<file path="config.mk">
export PLATFORM = sky130hd
export DESIGN_NAME = mem_access_unit
export DESIGN_NICKNAME = d
export VERILOG_FILES = /design/src/rtl/mem_pkg.sv /design/src/rtl/lsu_lane_align.sv /design/src/rtl/mem_access_unit.sv
export SDC_FILE = /design/constraint.sdc
export NUM_CORES = 1
export LEC_CHECK = 0
export BUFFER_PORTS_ARGS = -buffer_cell sky130_fd_sc_hd__buf_2
export CAP_MARGIN = 20
export CORE_ASPECT_RATIO = 0.75
export CORE_MARGIN = 2
export CORE_UTILIZATION = 56
export CTS_BUF_LIST = sky130_fd_sc_hd__clkbuf_16
export CTS_CLUSTER_SIZE = 8
export DETAILED_ROUTE_END_ITERATION = 12
export PLACE_DENSITY = 0.86
export SLEW_MARGIN = 20
export SYNTH_ARGS = -nofsm -noshare
export SYNTH_HDL_FRONTEND = slang
export SYNTH_SLANG_ARGS = --single-unit
export TNS_END_PERCENT = 30
</file>
<file path="constraint.sdc">
create_clock -name clk -period 3.1 [get_ports clk]
set_input_delay 0.93 -clock clk [delete_from_list [all_inputs] [get_ports clk]]
set_output_delay 0.93 -clock clk [all_outputs]
set_load 0.005 [all_outputs]
</file>
<file path="src/rtl/mem_pkg.sv">
// Shared types for the MEM-stage load/store unit: trunk-size codes, FSM
// state encoding and the lane-index helper.
package mem_pkg;

  localparam logic [1:0] TRUNK_WORD = 2'b00;
  localparam logic [1:0] TRUNK_HALF = 2'b01;
  localparam logic [1:0] TRUNK_BYTE = 2'b10;

  typedef enum logic [1:0] {
    ST_IDLE    = 2'd0,
    ST_RD_WAIT = 2'd1,
    ST_WR_WAIT = 2'd2,
    ST_DONE    = 2'd3
  } state_t;

  // Byte lane L; the half lane is L[1]. With shifting off everything sits in lane 0.
  function automatic logic [1:0] lane_of(input logic [1:0] addr_lo, input logic shift);
    return shift ? addr_lo : 2'b00;
  endfunction

  // Code 11 is treated as a full word.
  function automatic logic is_word_mode(input logic [1:0] mode);
    return (mode != TRUNK_HALF) && (mode != TRUNK_BYTE);
  endfunction

endpackage

</file>
<file path="src/rtl/lsu_lane_align.sv">
// Combinational lane steering: sign-extended load extract and the
// read-modify-write merge for SH/SB, both driven from the same memory word.
module lsu_lane_align
  import mem_pkg::*;
(
  input  logic [31:0] word_i,
  input  logic [1:0]  trunk_mode_i,
  input  logic [1:0]  lane_i,
  input  logic [31:0] store_data_i,
  output logic [31:0] load_val_o,
  output logic [31:0] merged_o
);

  logic [7:0]  byte_sel;
  logic [15:0] half_sel;

  always_comb begin
    byte_sel = word_i[7:0];
    case (lane_i)
      2'd1:    byte_sel = word_i[15:8];
      2'd2:    byte_sel = word_i[23:16];
      2'd3:    byte_sel = word_i[31:24];
      default: byte_sel = word_i[7:0];
    endcase
    half_sel = lane_i[1] ? word_i[31:16] : word_i[15:0];

    load_val_o = word_i;
    merged_o   = store_data_i;
    case (trunk_mode_i)
      TRUNK_HALF: begin
        load_val_o = {{16{half_sel[15]}}, half_sel};
        merged_o   = word_i;
        if (lane_i[1]) merged_o[31:16] = store_data_i[15:0];
        else           merged_o[15:0]  = store_data_i[15:0];
      end
      TRUNK_BYTE: begin
        load_val_o = {{24{byte_sel[7]}}, byte_sel};
        merged_o   = word_i;
        case (lane_i)
          2'd1:    merged_o[15:8]  = store_data_i[7:0];
          2'd2:    merged_o[23:16] = store_data_i[7:0];
          2'd3:    merged_o[31:24] = store_data_i[7:0];
          default: merged_o[7:0]   = store_data_i[7:0];
        endcase
      end
      default: begin
        load_val_o = word_i;
        merged_o   = store_data_i;
      end
    endcase
  end

endmodule

</file>
<file path="src/rtl/mem_access_unit.sv">
// MEM-stage load/store unit over a word-only req/ack memory; SH/SB are done
// as read-modify-write. Optional macro MISALIGN_TRAP_EN traps misaligned accesses.
module mem_access_unit
  import mem_pkg::*;
#(
  parameter int ADDR_W  = 32,
  parameter int TIMEOUT = 255
) (
  input  logic              clk,
  input  logic              reset,
  input  logic              mem_read,
  input  logic              mem_write,
  input  logic [1:0]        trunk_mode,
  input  logic              shift_to_trunk,
  input  logic [ADDR_W-1:0] addr,
  input  logic [31:0]       wdata,
  output logic              stall,
  output logic [31:0]       load_data,
  output logic              done,
  output logic              err,
  output logic              mem_req,
  output logic              mem_we,
  output logic [ADDR_W-3:0] mem_addr,
  output logic [31:0]       mem_wdata,
  input  logic              mem_ack,
  input  logic [31:0]       mem_rdata,
  output state_t            dbg_state
);

  // Handshake: mem_req/mem_we/mem_addr/mem_wdata are held from request until the
  // cycle mem_ack is seen high; the transfer completes on that edge.
  localparam logic [9:0] CNT_LAST = 10'(TIMEOUT - 1);

  state_t      state_q;
  logic [1:0]  mode_q;
  logic [1:0]  lane_q;
  logic        is_store_q;
  logic [31:0] wdata_q;
  logic [9:0]  cnt_q;
  logic        done_q, err_q, req_q, we_q;
  logic [31:0] load_data_q, mem_wdata_q;
  logic [ADDR_W-3:0] addr_q;
  logic [31:0] load_val, merged;
  logic        access, trap;

  assign access = mem_read | mem_write;

`ifdef MISALIGN_TRAP_EN
  assign trap = ((trunk_mode == TRUNK_HALF) && addr[0]) ||
                (is_word_mode(trunk_mode) && (addr[1:0] != 2'b00));
`else
  assign trap = 1'b0;
`endif

  lsu_lane_align u_align (
    .word_i       (mem_rdata),
    .trunk_mode_i (mode_q),
    .lane_i       (lane_q),
    .store_data_i (wdata_q),
    .load_val_o   (load_val),
    .merged_o     (merged)
  );

  always_ff @(posedge clk) begin
    if (reset) begin
      state_q     <= ST_IDLE;
      mode_q      <= TRUNK_WORD;
      lane_q      <= 2'b00;
      is_store_q  <= 1'b0;
      wdata_q     <= '0;
      addr_q      <= '0;
      cnt_q       <= '0;
      done_q      <= 1'b0;
      err_q       <= 1'b0;
      req_q       <= 1'b0;
      we_q        <= 1'b0;
      load_data_q <= '0;
      mem_wdata_q <= '0;
    end else begin
      done_q <= 1'b0;
      err_q  <= 1'b0;
      case (state_q)
        ST_IDLE: begin
          if (access) begin
            mode_q     <= trunk_mode;
            lane_q     <= lane_of(addr[1:0], shift_to_trunk);
            is_store_q <= mem_write;
            wdata_q    <= wdata;
            addr_q     <= addr[ADDR_W-1:2];
            cnt_q      <= '0;
            if (trap) begin
              state_q     <= ST_DONE;
              done_q      <= 1'b1;
              err_q       <= 1'b1;
              load_data_q <= '0;
            end else if (mem_write && is_word_mode(trunk_mode)) begin
              state_q     <= ST_WR_WAIT;
              req_q       <= 1'b1;
              we_q        <= 1'b1;
              mem_wdata_q <= wdata;
            end else begin
              state_q <= ST_RD_WAIT;
              req_q   <= 1'b1;
              we_q    <= 1'b0;
            end
          end
        end
        ST_RD_WAIT: begin
          if (mem_ack) begin
            if (is_store_q) begin
              state_q     <= ST_WR_WAIT;
              we_q        <= 1'b1;
              mem_wdata_q <= merged;
              cnt_q       <= '0;
            end else begin
              state_q     <= ST_DONE;
              req_q       <= 1'b0;
              done_q      <= 1'b1;
              load_data_q <= load_val;
            end
          end else if (cnt_q == CNT_LAST) begin
            state_q     <= ST_DONE;
            req_q       <= 1'b0;
            done_q      <= 1'b1;
            err_q       <= 1'b1;
            load_data_q <= '0;
          end else begin
            cnt_q <= cnt_q + 10'd1;
          end
        end
        ST_WR_WAIT: begin
          if (mem_ack || (cnt_q == CNT_LAST)) begin
            state_q <= ST_DONE;
            req_q   <= 1'b0;
            we_q    <= 1'b0;
            done_q  <= 1'b1;
            err_q   <= !mem_ack;
            if (!mem_ack) load_data_q <= '0;
          end else begin
            cnt_q <= cnt_q + 10'd1;
          end
        end
        default: begin
          // DONE: inputs still belong to the finished instruction, so no accept here.
          state_q <= ST_IDLE;
        end
      endcase
    end
  end

  assign stall     = ((state_q == ST_IDLE) && access) ||
                     (state_q == ST_RD_WAIT) || (state_q == ST_WR_WAIT);
  assign load_data = load_data_q;
  assign done      = done_q;
  assign err       = err_q;
  assign mem_req   = req_q;
  assign mem_we    = we_q;
  assign mem_addr  = addr_q;
  assign mem_wdata = mem_wdata_q;
  assign dbg_state = state_q;

endmodule

</file>
# After elaboration in Yosys (flattened, before gate mapping)
# Cells that the tools add are included.
[totals] input_bits=104 output_inout_bits=101 regBits=147
[classes] mux=54 bitwise=1 reduce_logical=19 n_addsub=1 eq_ne=21
[ops] cell="two-way mux 32 bit" n=9
[ops] cell="one-hot mux 32 bit (2 select lines)" n=4
[ops] cell="two-way mux 10 bit" n=5
[ops] cell="two-way mux 16 bit" n=3
[ops] cell="two-way mux 8 bit" n=4
[ops] cell="one-hot mux 10 bit (3 select lines)" n=1
[ops] cell="AND reduction 5 bit" n=5
[ops] cell="one-hot mux 8 bit (3 select lines)" n=1
[ops] cell="two-way mux 1 bit" n=16
[ops] cell="inequality test 2 bit (second input constant)" n=8
[ops] cell="two-way mux 2 bit" n=6
[ops] cell="inequality test 3 bit (second input constant)" n=4
[ops] cell="adder 10 x 1 -> 10 bit (second input constant)" n=1
[ops] cell="== test 10 x 8 -> 1 bit (second input constant)" n=1
[ops] cell="== test 2 bit (second input constant)" n=4
[ops] cell="== test 2 x 1 -> 1 bit (second input constant)" n=3
[ops] cell="one-hot mux 1 bit (3 select lines)" n=2
[ops] cell="one-hot mux 2 bit (3 select lines)" n=1
[ops] cell="one-hot mux 1 bit (2 select lines)" n=2
[ops] cell="nonzero test 2 bit" n=2
[ops] cell="logical AND 1 bit" n=3
[ops] cell="logical OR 1 bit" n=3
[ops] cell="AND reduction 3 bit" n=1
[ops] cell="nonzero test 3 bit" n=1
[ops] cell="6 further kinds" n=6

# Depth between registers and ports, before layout
# Gate-level depths: netlist of run 1.
[depth] ltp_word=7 mapped_depth=11 ltp_nobuf=7

# Cells and area by module
# From an unflattened synthesis of run 1, not the netlist that was laid out.
[unflattened] hier_cells=939 area_unflattened_um2=7312.0
[modules_own_cells] mod="mem_access_unit" area_per_inst_um2=5914.4 seq_area_each_um2=2942.8 instances=1 cells_each=704
[modules_own_cells] mod="lsu_lane_align" area_per_inst_um2=1397.6 seq_area_each_um2=0.0 instances=1 cells_each=235

# Worst setup path before layout of run 1
# Ideal clock, no wire load.
[synth_path] kind="input-to-output" from="in mem_write" to="out stall" slack_ps=495 path_buffers=1 required_ps=2170 path_stages=4 arrival_ps=1675 cell_sequence="nor2_1 > nor2b_1 > clkbuf_1 > or3_1"
[synth_between] elab_chain_cells=4
[synth_rtl] item="start, declared" line_no="mem_access_unit.sv:12" rtl="input logic mem_write,"
[synth_rtl] item="bitwise OR 1 bit" line_no="mem_access_unit.sv:46" rtl="assign access = mem_read | mem_write;"
[synth_rtl] item="logical AND 1 bit" line_no="mem_access_unit.sv:151" rtl="assign stall = ((state_q == ST_IDLE) && access) ||"
[synth_rtl] item="logical OR 1 bit" line_no="mem_access_unit.sv:151"
[synth_rtl] item="logical OR 1 bit" line_no="mem_access_unit.sv:152" rtl="(state_q == ST_RD_WAIT) || (state_q == ST_WR_WAIT);"
[synth_rtl] item="end, declared" line_no="mem_access_unit.sv:17" rtl="output logic stall,"
# No other way between the ends.

# Final worst setup path of run 1
[layout_path] from="reg state_q[0], in the netlist dbg_state[0]" to="out stall"
[layout_between] elab_chain_cells=4
[layout_rtl] item="start, declared" line_no="mem_access_unit.sv:34" rtl="state_t state_q;"
[layout_rtl] item="start signal, assigned" line_no="mem_access_unit.sv:66" rtl="state_q <= ST_IDLE;"
[layout_rtl] item="start signal, assigned" line_no="mem_access_unit.sv:92" rtl="state_q <= ST_DONE;"
[layout_rtl] item="start signal, assigned" line_no="mem_access_unit.sv:97" rtl="state_q <= ST_WR_WAIT;"
[layout_rtl] item="logical NOT 2 bit" line_no="mem_access_unit.sv:151"
[layout_rtl] item="logical AND 1 bit" line_no="mem_access_unit.sv:151"
[layout_rtl] item="logical OR 1 bit" line_no="mem_access_unit.sv:151"
[layout_rtl] item="logical OR 1 bit (*)" line_no="mem_access_unit.sv:152"
# Every way passes the cells marked *; elsewhere a longest branch is shown, timed or not.

==> metrics.csv, run 1 <==
metric,value,unit
Post-CTS Hold Fix Bufs,0,
die area,13200,um^2
DRT iter0 DRCs,971,
Routed WL,22000,um
"Cell Area, Placed",7990,um^2
power per cell area,896,nW/um^2
final worst setup slack,0.264,ns
Clock Latency Late Sink,0.43,ns
Bufs and invs on worst path,2,
worst hold path class,flip-flop to flip-flop,
# fillers,1005,
setup_tns,0,ns
Layout Cell Area excl Fill,8590,um^2
CP endpoint kind,output pin,
critical path's slowest cell,dfxtp_1,
Multi-input gate area,3620,um^2
detailed-route via count,7365,
Nets,1151,
chip height,100,um
ranking of synthesized cells by area,"dfxtp_1, nand2_1, a21oi_1",
PostCTS Resize Cnt,0,
clk buf depth,2,
grt ovf,0,
CTS tree,done,
crit start category,flip-flop,
"count leader, synth",nand2_1,
final slew viol count,0,
synthesized flop and latch total,147,
total power draw,7700,uW
Final Hold Viols,0,
critical path peak fanout,10,
Die X,132,um
final setup violation count,0,
Syn Inst Count,875,
wire per inst,18.0,um
pre-CTS setup slack,0.303,ns
Setup Crit Path Kind,flip-flop to output pin,
clk_skew,0.0173,ns
clock-pin transition on the worst setup and hold timing paths,0.07,ns
maximum capacitance violations,0,
"area leader, netlist",dfxtp_1,
n_diodes,0,
"delay-heaviest family, CP",simple AND/OR/NAND/NOR gates,
Worst Tran Pin Value,1.08,ns
required time of the critical path,2.17,ns
relative slew slack,27.9,%
Netlist cell types,59,
number of global-route vias before repair,6386,
Syn Nets,987,
asr flop ratio synth,0,%
max incr delay on CP,0.41,ns
Yosys Warn Count,0,
Final Non-Filler Cells,1218,
pin count of the biggest net entering global routing,68,
Vias/cell,6.05,
Initial Util,56.8,%
minimum clock period,2.84,ns
dpl hpwl,15400,um
Layout area overhead,24.7,%
routability-driven placement congestion ratio,0.903,
"Seq/Total Area, Yosys",42.7,%
FMAX,353,MHz
top-level port count,205,
CTS Buf Count,17,
Tcrit/Tclk final,91.5,%
Worst VDD drop,0.00108,V
CP Data Arrival Time,1.91,ns
post-CTS setup buffer count,0,
initial antenna violation count,0,
mapped cell area,6890,um^2
share of layout cells above drive strength 1,26.0,%
drt pass-1 iters,7,
worst-path cell chain,"inv_1, ha_1, nor2b_4, or3_1, buf_2",
first-pass GRT wire length,34100,um
clock sink count,147,
H-tree lvl count,4,
Site Rows,35,
DRC Markers,0,
ys flop type,dfxtp_1,
Cell Count Post-Placement,1186,
"EDFF count, synth",0,
"Avg Cell Area, Syn",7.88,um^2
RSZ-0062 raised after global routing,false,
outcome,"complete, no violations",
port buffer count,204,
Synth top area share,42.7,%
Synth top cells by count,"nand2_1, dfxtp_1, a21oi_1, o21ai_0, clkbuf_1",
LEAKAGE,0.00360,uW
clk root buf,clkbuf_16,
GRT Total Usage,32.2,%
"antenna viol nets, final",0,
register area,2940,um^2
Core ar.,12100,um^2
## metrics by stage
| step | utilization, % | hold WS (ns) |
|---|---|---|
| 2_1_floorplan | - | 0.433 |
| 3_3_place_gp | 65.9 | 0.434 |
| 3_5_place_dp | 65.9 | 0.440 |
| 4_1_cts | 70.9 | 0.449 |
| 5_1_grt | 70.9 | 0.463 |
| 6_report | 70.9 | 0.445 |
## cell usage in the layout, fill, tap and decap left out, drive strengths merged, types with 8 or more instances in the layout
cell,n
inv,13
a221o,9
a211oi,17
dfxtp,147
o211ai,8
a31oi,11
a22o,8
buf,223
a221oi,32
o21ai,83
ha,8
o41ai,8
nor3,24
nor2,42
nand3b,16
o31ai,9
clkbuf,17
a21oi,106
nand2,183
clkinv,8
## power breakdown
part	switching (uW)	total, uW	internal (uW)
Combinational	1890	2960	1080
Sequential	292	2620	2330
Clock	840	2110	1270
## cell type report
| class | count | share of cell area (%) |
|---|---|---|
| Inverter | 10 | 0.437 |
| Clock inverter | 15 | 2.10 |
| Sequential cell | 147 | 34.2 |
| Tap cell | 166 | 2.42 |
| Timing Repair Buffer | 223 | 13.7 |
| Multi-Input combinational cell | 640 | 42.1 |
| Clock buffer | 17 | 4.95 |
## kinds of logic after synthesis
family / share of synthesized area (%)
mux: 1.58
xor+xnor: 0.127
compound gates: 28.7
buf+inv: 5.34
flops: 42.7
simple gates: 20.1
fa+ha+maj: 1.45
## tightest hold or removal path: cells and delay by family, from the launching register on
family           cells  cell delay (ns)
AND/OR/NAND/NOR      1             0.05
AO/OA/AOI/OAI        1             0.05
flip-flops           1             0.30
## state kept, by name, summed over array words and instances, names as in the netlist, 2 cells and up
register / cells
cnt_q: 10
dbg_state: 2
lane_q: 2
load_data: 32
mem_addr: 30
mem_wdata: 32
mode_q: 2
wdata_q: 32
## final timing paths
check | start | endpoint | slack (ns) | cells after the start
max | dbg_state[0] | stall | 0.26 | 5
min | load_data[30] | load_data[30] | 0.44 | 2
max reg2reg | dbg_state[1] | cnt_q[4] | 0.66 | 8
min reg2reg | load_data[30] | load_data[30] | 0.44 | 2
## routing by layer
metal | part of all wire, % | track usage (%) | vias to the layer above
met5 | 0 | 0 | -
met4 | 2.0 | 8.36 | 0
met3 | 12 | 9.14 | 46
met2 | 44 | 50.2 | 477
met1 | 42 | 44.1 | 3370
li1 | - | - | 3472
(Power assumes the default switching activity.)
==> inputs of run 2 (changes only) <==
- CORE_UTILIZATION: 56 -> 55
- PLACE_DENSITY: 0.86 -> 0.84
- SETUP_SLACK_MARGIN: default -> 0.05
==> run 2 against run 1 <==
Fmax is 1.3% lower; sequential cell count stayed put; cell count is 0.25% lower; hold slack better by 0.0014 ns; register-to-register slack worse by 0.17 ns; sequential share of layout area is 0.089 points lower; design area is 0.26% higher; largest cell class unchanged.
==> metrics.csv, run 2 (synthesized netlist as in run 1, its figures left out) <==
metric,value,unit
Final Non-Filler Cells,1215,
"antenna viol nets, final",0,
routability-driven placement congestion ratio,0.920,
register area,2940,um^2
GRT Total Usage,32.0,%
Site Rows,35,
critical path peak fanout,10,
initial antenna violation count,0,
relative slew slack,30.2,%
Final Hold Viols,0,
clock sink count,147,
final slew viol count,0,
"commonest cells after routing, fill and taps aside","buf_2, nand2_1, dfxtp_1",
crit start category,flip-flop,
LEAKAGE,0.00361,uW
Vias/cell,6.05,
detailed-route via count,7352,
setup_tns,0,ns
"commonest non-fill, non-tap cell in the layout",buf_2,
DRT iter0 DRCs,923,
top-level port count,205,
CP Data Arrival Time,1.94,ns
Worst VDD drop,0.000664,V
CTS Buf Count,17,
required time of the critical path,2.17,ns
FMAX,348,MHz
n_diodes,0,
share of layout cells above drive strength 1,25.9,%
Routed WL,21900,um
minimum clock period,2.87,ns
maximum capacitance violations,0,
Layout area overhead,25.0,%
wire per inst,18.0,um
clock-pin transition on the worst setup and hold timing paths,0.07,ns
Post-CTS Hold Fix Bufs,0,
fin util,70.3,%
port buffer count,204,
crit path launch,dbg_state[0],
grt ovf,0,
RSZ-0062 raised after global routing,false,
clk root buf,clkbuf_16,
Multi-input gate area,3620,um^2
first-pass GRT wire length,33900,um
Core ar.,12300,um^2
dpl hpwl,15400,um
Clock Latency Late Sink,0.43,ns
hold_sp,load_data[26],
Hold Worst Slack,0.446,ns
final setup violation count,0,
DRC Markers,0,
Die X,133,um
Initial Util,56.2,%
worst hold path class,flip-flop to flip-flop,
power per cell area,905,nW/um^2
drt pass-1 iters,6,
chip height,101,um
Nets,1148,
Setup Crit Path Kind,flip-flop to output pin,
clk_skew,0.00832,ns
# fillers,1014,
pin count of the biggest net entering global routing,103,
Layout Cell Area excl Fill,8620,um^2
Cell Count Post-Placement,1183,
H-tree lvl count,4,
worst r2r src,mode_q[1],
die area,13500,um^2
"Cell Area, Placed",7980,um^2
Tcrit/Tclk final,92.7,%
outcome,"complete, no violations",
post-CTS setup buffer count,0,
CP endpoint kind,output pin,
CTS tree,done,
Worst Tran Pin Value,1.05,ns
PostCTS Resize Cnt,0,
number of global-route vias before repair,6457,
clk buf depth,2,
[run 2: changes by cell type in the layout (fill, tap and decap cells not counted)]
cell,change
clkinvlp_4,-1
buf_4,-4
buf_12,+1
clkinv_4,-3
inv_6,+2
clkinv_2,-1
clkinv_1,-2
inv_8,+4
clkinv_8,+1
[run 2: through the flow]
stage | total power (uW) | setup slack (ns)
after floorplan | 4470 | 0.495
after global placement | 5480 | 0.307
after detailed placement | 5540 | 0.293
after CTS | 7760 | 0.243
after global routing | 8240 | 0.133
final | 7800 | 0.228
[run 2: worst max-delay path, stage by stage, from the launching register on]
cell     delay, ns
dfxtp_1       0.42
inv_1         0.09
ha_1          0.36
nor2b_4       0.19
or3_1         0.31
buf_2         0.14
[run 2: final timing paths]
check,end,slack [ns],cells after the start
setup / recovery,stall,0.23,5
hold / removal,load_data[26],0.45,2
setup reg to reg,mem_wdata[0],0.49,6
hold reg to reg,load_data[26],0.45,2
[run 2: layout make-up]
| type | count | share of cell area, % |
|---|---|---|
| clock buffers | 17 | 4.94 |
| repair buffers | 220 | 13.6 |
| flip-flops and latches | 147 | 34.2 |
| well taps | 166 | 2.41 |
| clock inverters | 15 | 2.47 |
| multi-input cells | 640 | 42.0 |
| inverters | 10 | 0.436 |
[run 2: routing by layer]
metal  vias up  GRT usage, %  share of wire (%)
met3        48          8.80                 12
met2       463          48.1                 45
li1       3467             -                  -
met4         0          9.66                1.9
met5         -             0                  0
met1      3374          44.9                 42
[run 2: where the power goes]
part,leakage (uW),switching [uW],total [uW],internal [uW]
Combinational,0.00209,1840,2920,1080
Clock,0.000314,919,2230,1310
Sequential,0.00120,317,2650,2330
==> inputs of run 3 (changes only) <==
- clock period: 3.1 -> 3.6 ns (I/O delays scaled with it)
==> run 3 against run 2 <==
Utilization is 1.2 points lower; critical path type is now primary input to output pin; hold slack worse by 0.0058 ns; largest power group unchanged; via count is 0.39% higher; design area is 1.7% lower; sequential share of layout area is 0.58 points higher; routed wire length is 0.18% lower; clock-buffer cell count stayed put; critical path depth stayed put; sequential cell count stayed put.
==> metrics.csv, run 3 (synthesized netlist as in run 1, its figures left out) <==
metric,value,unit
outcome,"complete, no violations",
share of layout cells above drive strength 1,25.4,%
grt ovf,0,
clk root buf,clkbuf_16,
FMAX,321,MHz
top-level port count,205,
detailed-route via count,7381,
Worst VDD drop,0.000777,V
routability-driven placement congestion ratio,0.948,
minimum clock period,3.11,ns
first-pass GRT wire length,33700,um
worst r2r src,mode_q[0],
clk buf depth,2,
chip height,101,um
PostCTS Resize Cnt,0,
Core ar.,12300,um^2
Setup crit end,stall,
Site Rows,35,
dpl hpwl,15300,um
Setup Crit Path Kind,primary input to output pin,
"commonest non-fill, non-tap cell in the layout",buf_2,
met1 Use GR,43.4,%
Layout area overhead,22.9,%
DRC Markers,0,
R2R depth,7,
final setup violation count,0,
initial antenna violation count,0,
Post-CTS Hold Fix Bufs,0,
clock-pin transition on the worst setup and hold timing paths,0.06,ns
RSZ-0062 raised after global routing,false,
worst hold path class,flip-flop to flip-flop,
LEAKAGE,0.00354,uW
"antenna viol nets, final",0,
post-CTS setup buffer count,0,
CP endpoint kind,output pin,
"commonest cells after routing, fill and taps aside","buf_2, nand2_1, dfxtp_1",
CP Data Arrival Time,2.03,ns
relative slew slack,30.3,%
power per cell area,754,nW/um^2
required time of the critical path,2.52,ns
M2 GR Usage,47.3,%
H-tree lvl count,4,
Routed WL,21900,um
wire per inst,18.1,um
GRT Total Usage,31.6,%
n_diodes,0,
die area,13500,um^2
setup_tns,0,ns
routing usage on met3,9.20,%
Nets,1145,
R2R setup slack,0.93,ns
critical path peak fanout,5,
number of global-route vias before repair,6511,
Vias/cell,6.09,
clock sink count,147,
most crowded layer after global routing,met2,
crit path launch,mem_write,
RR Endpoint,mem_wdata[7],
maximum capacitance violations,0,
CTS tree,done,
Initial Util,56.2,%
drt pass-1 iters,7,
port buffer count,204,
Worst Tran Pin Value,1.04,ns
Final Hold Viols,0,
pin count of the biggest net entering global routing,68,
crit start category,primary input,
Die X,133,um
final slew viol count,0,
clk_skew,0.00977,ns
Tcrit/Tclk final,86.5,%
fin util,69.1,%
Clock Latency Late Sink,0.43,ns
DRT iter0 DRCs,686,
CTS Buf Count,17,
==> run 3: changes by cell type in the layout (fill, tap and decap cells not counted), moves of 2 or more <==
cell | before | now
clkinv_2 | 0 | 5
inv_8 | 4 | 0
inv_6 | 5 | 2
buf_12 | 2 | 0
bufinv_16 | 3 | 1
clkinv_1 | 0 | 2
clkinvlp_4 | 0 | 2
==> run 3: cell type report <==
cell class,count,area [um^2]
clock buffers,17,425
clock inverters,15,116
fillers,1048,3790
inverters,10,37.5
multi-input cells,640,3620
flip-flops and latches,147,2940
well taps,166,208
repair buffers,217,1120
==> run 3: metrics by stage <==
step / cell area (um^2) / cells / total power [uW] / setup slack (ns) / hold WS, ns
after detailed placement: 7930 / 1180 / 4710 / 0.484 / 0.435
after global placement: 7930 / 1180 / 4660 / 0.503 / 0.430
after floorplan: 6890 / 875 / 3850 / 0.695 / 0.433
final: 8470 / 1212 / 6390 / 0.486 / 0.440
after global routing: 8470 / 1212 / 6770 / 0.444 / 0.468
after CTS: 8470 / 1212 / 6350 / 0.484 / 0.443
==> run 3: per-layer routing <==
| metal | part of all wire (%) | vias up | wire length [um] |
|---|---|---|---|
| met4 | 2.5 | 0 | 541 |
| met3 | 13 | 54 | 2820 |
| met1 | 41 | 3409 | 8930 |
| met5 | 0 | - | 0 |
| met2 | 44 | 461 | 9590 |
| li1 | - | 3457 | - |
==> run 3: worst min-delay path by stage <==
stage                        from             to  slack, ns  depth (start not counted)
detailed placement  load_data[30]  load_data[30]       0.44                          2
finish              load_data[30]  load_data[30]       0.44                          2
CTS                 load_data[30]  load_data[30]       0.44                          2
floorplan             wdata_q[16]    wdata_q[16]       0.43                          2
global route         mem_addr[12]   mem_addr[12]       0.47                          2
global placement    load_data[30]  load_data[30]       0.43                          2
==> run 3: where the power goes <==
group / internal, uW / total (uW) / leakage, uW / switching (uW)
registers: 2010 / 2260 / 0.00120 / 253
clock network: 940 / 1640 / 0.000269 / 697
logic: 882 / 2490 / 0.00207 / 1610
total: 3830 / 6390 / 0.00354 / 2560
==> run 3: worst max-delay path, stage by stage <==
cell and delay (ns):
buf_2 0.14, nor2_1 0.27, nor2b_4 0.07, or3_1 0.33
buf_2 0.14
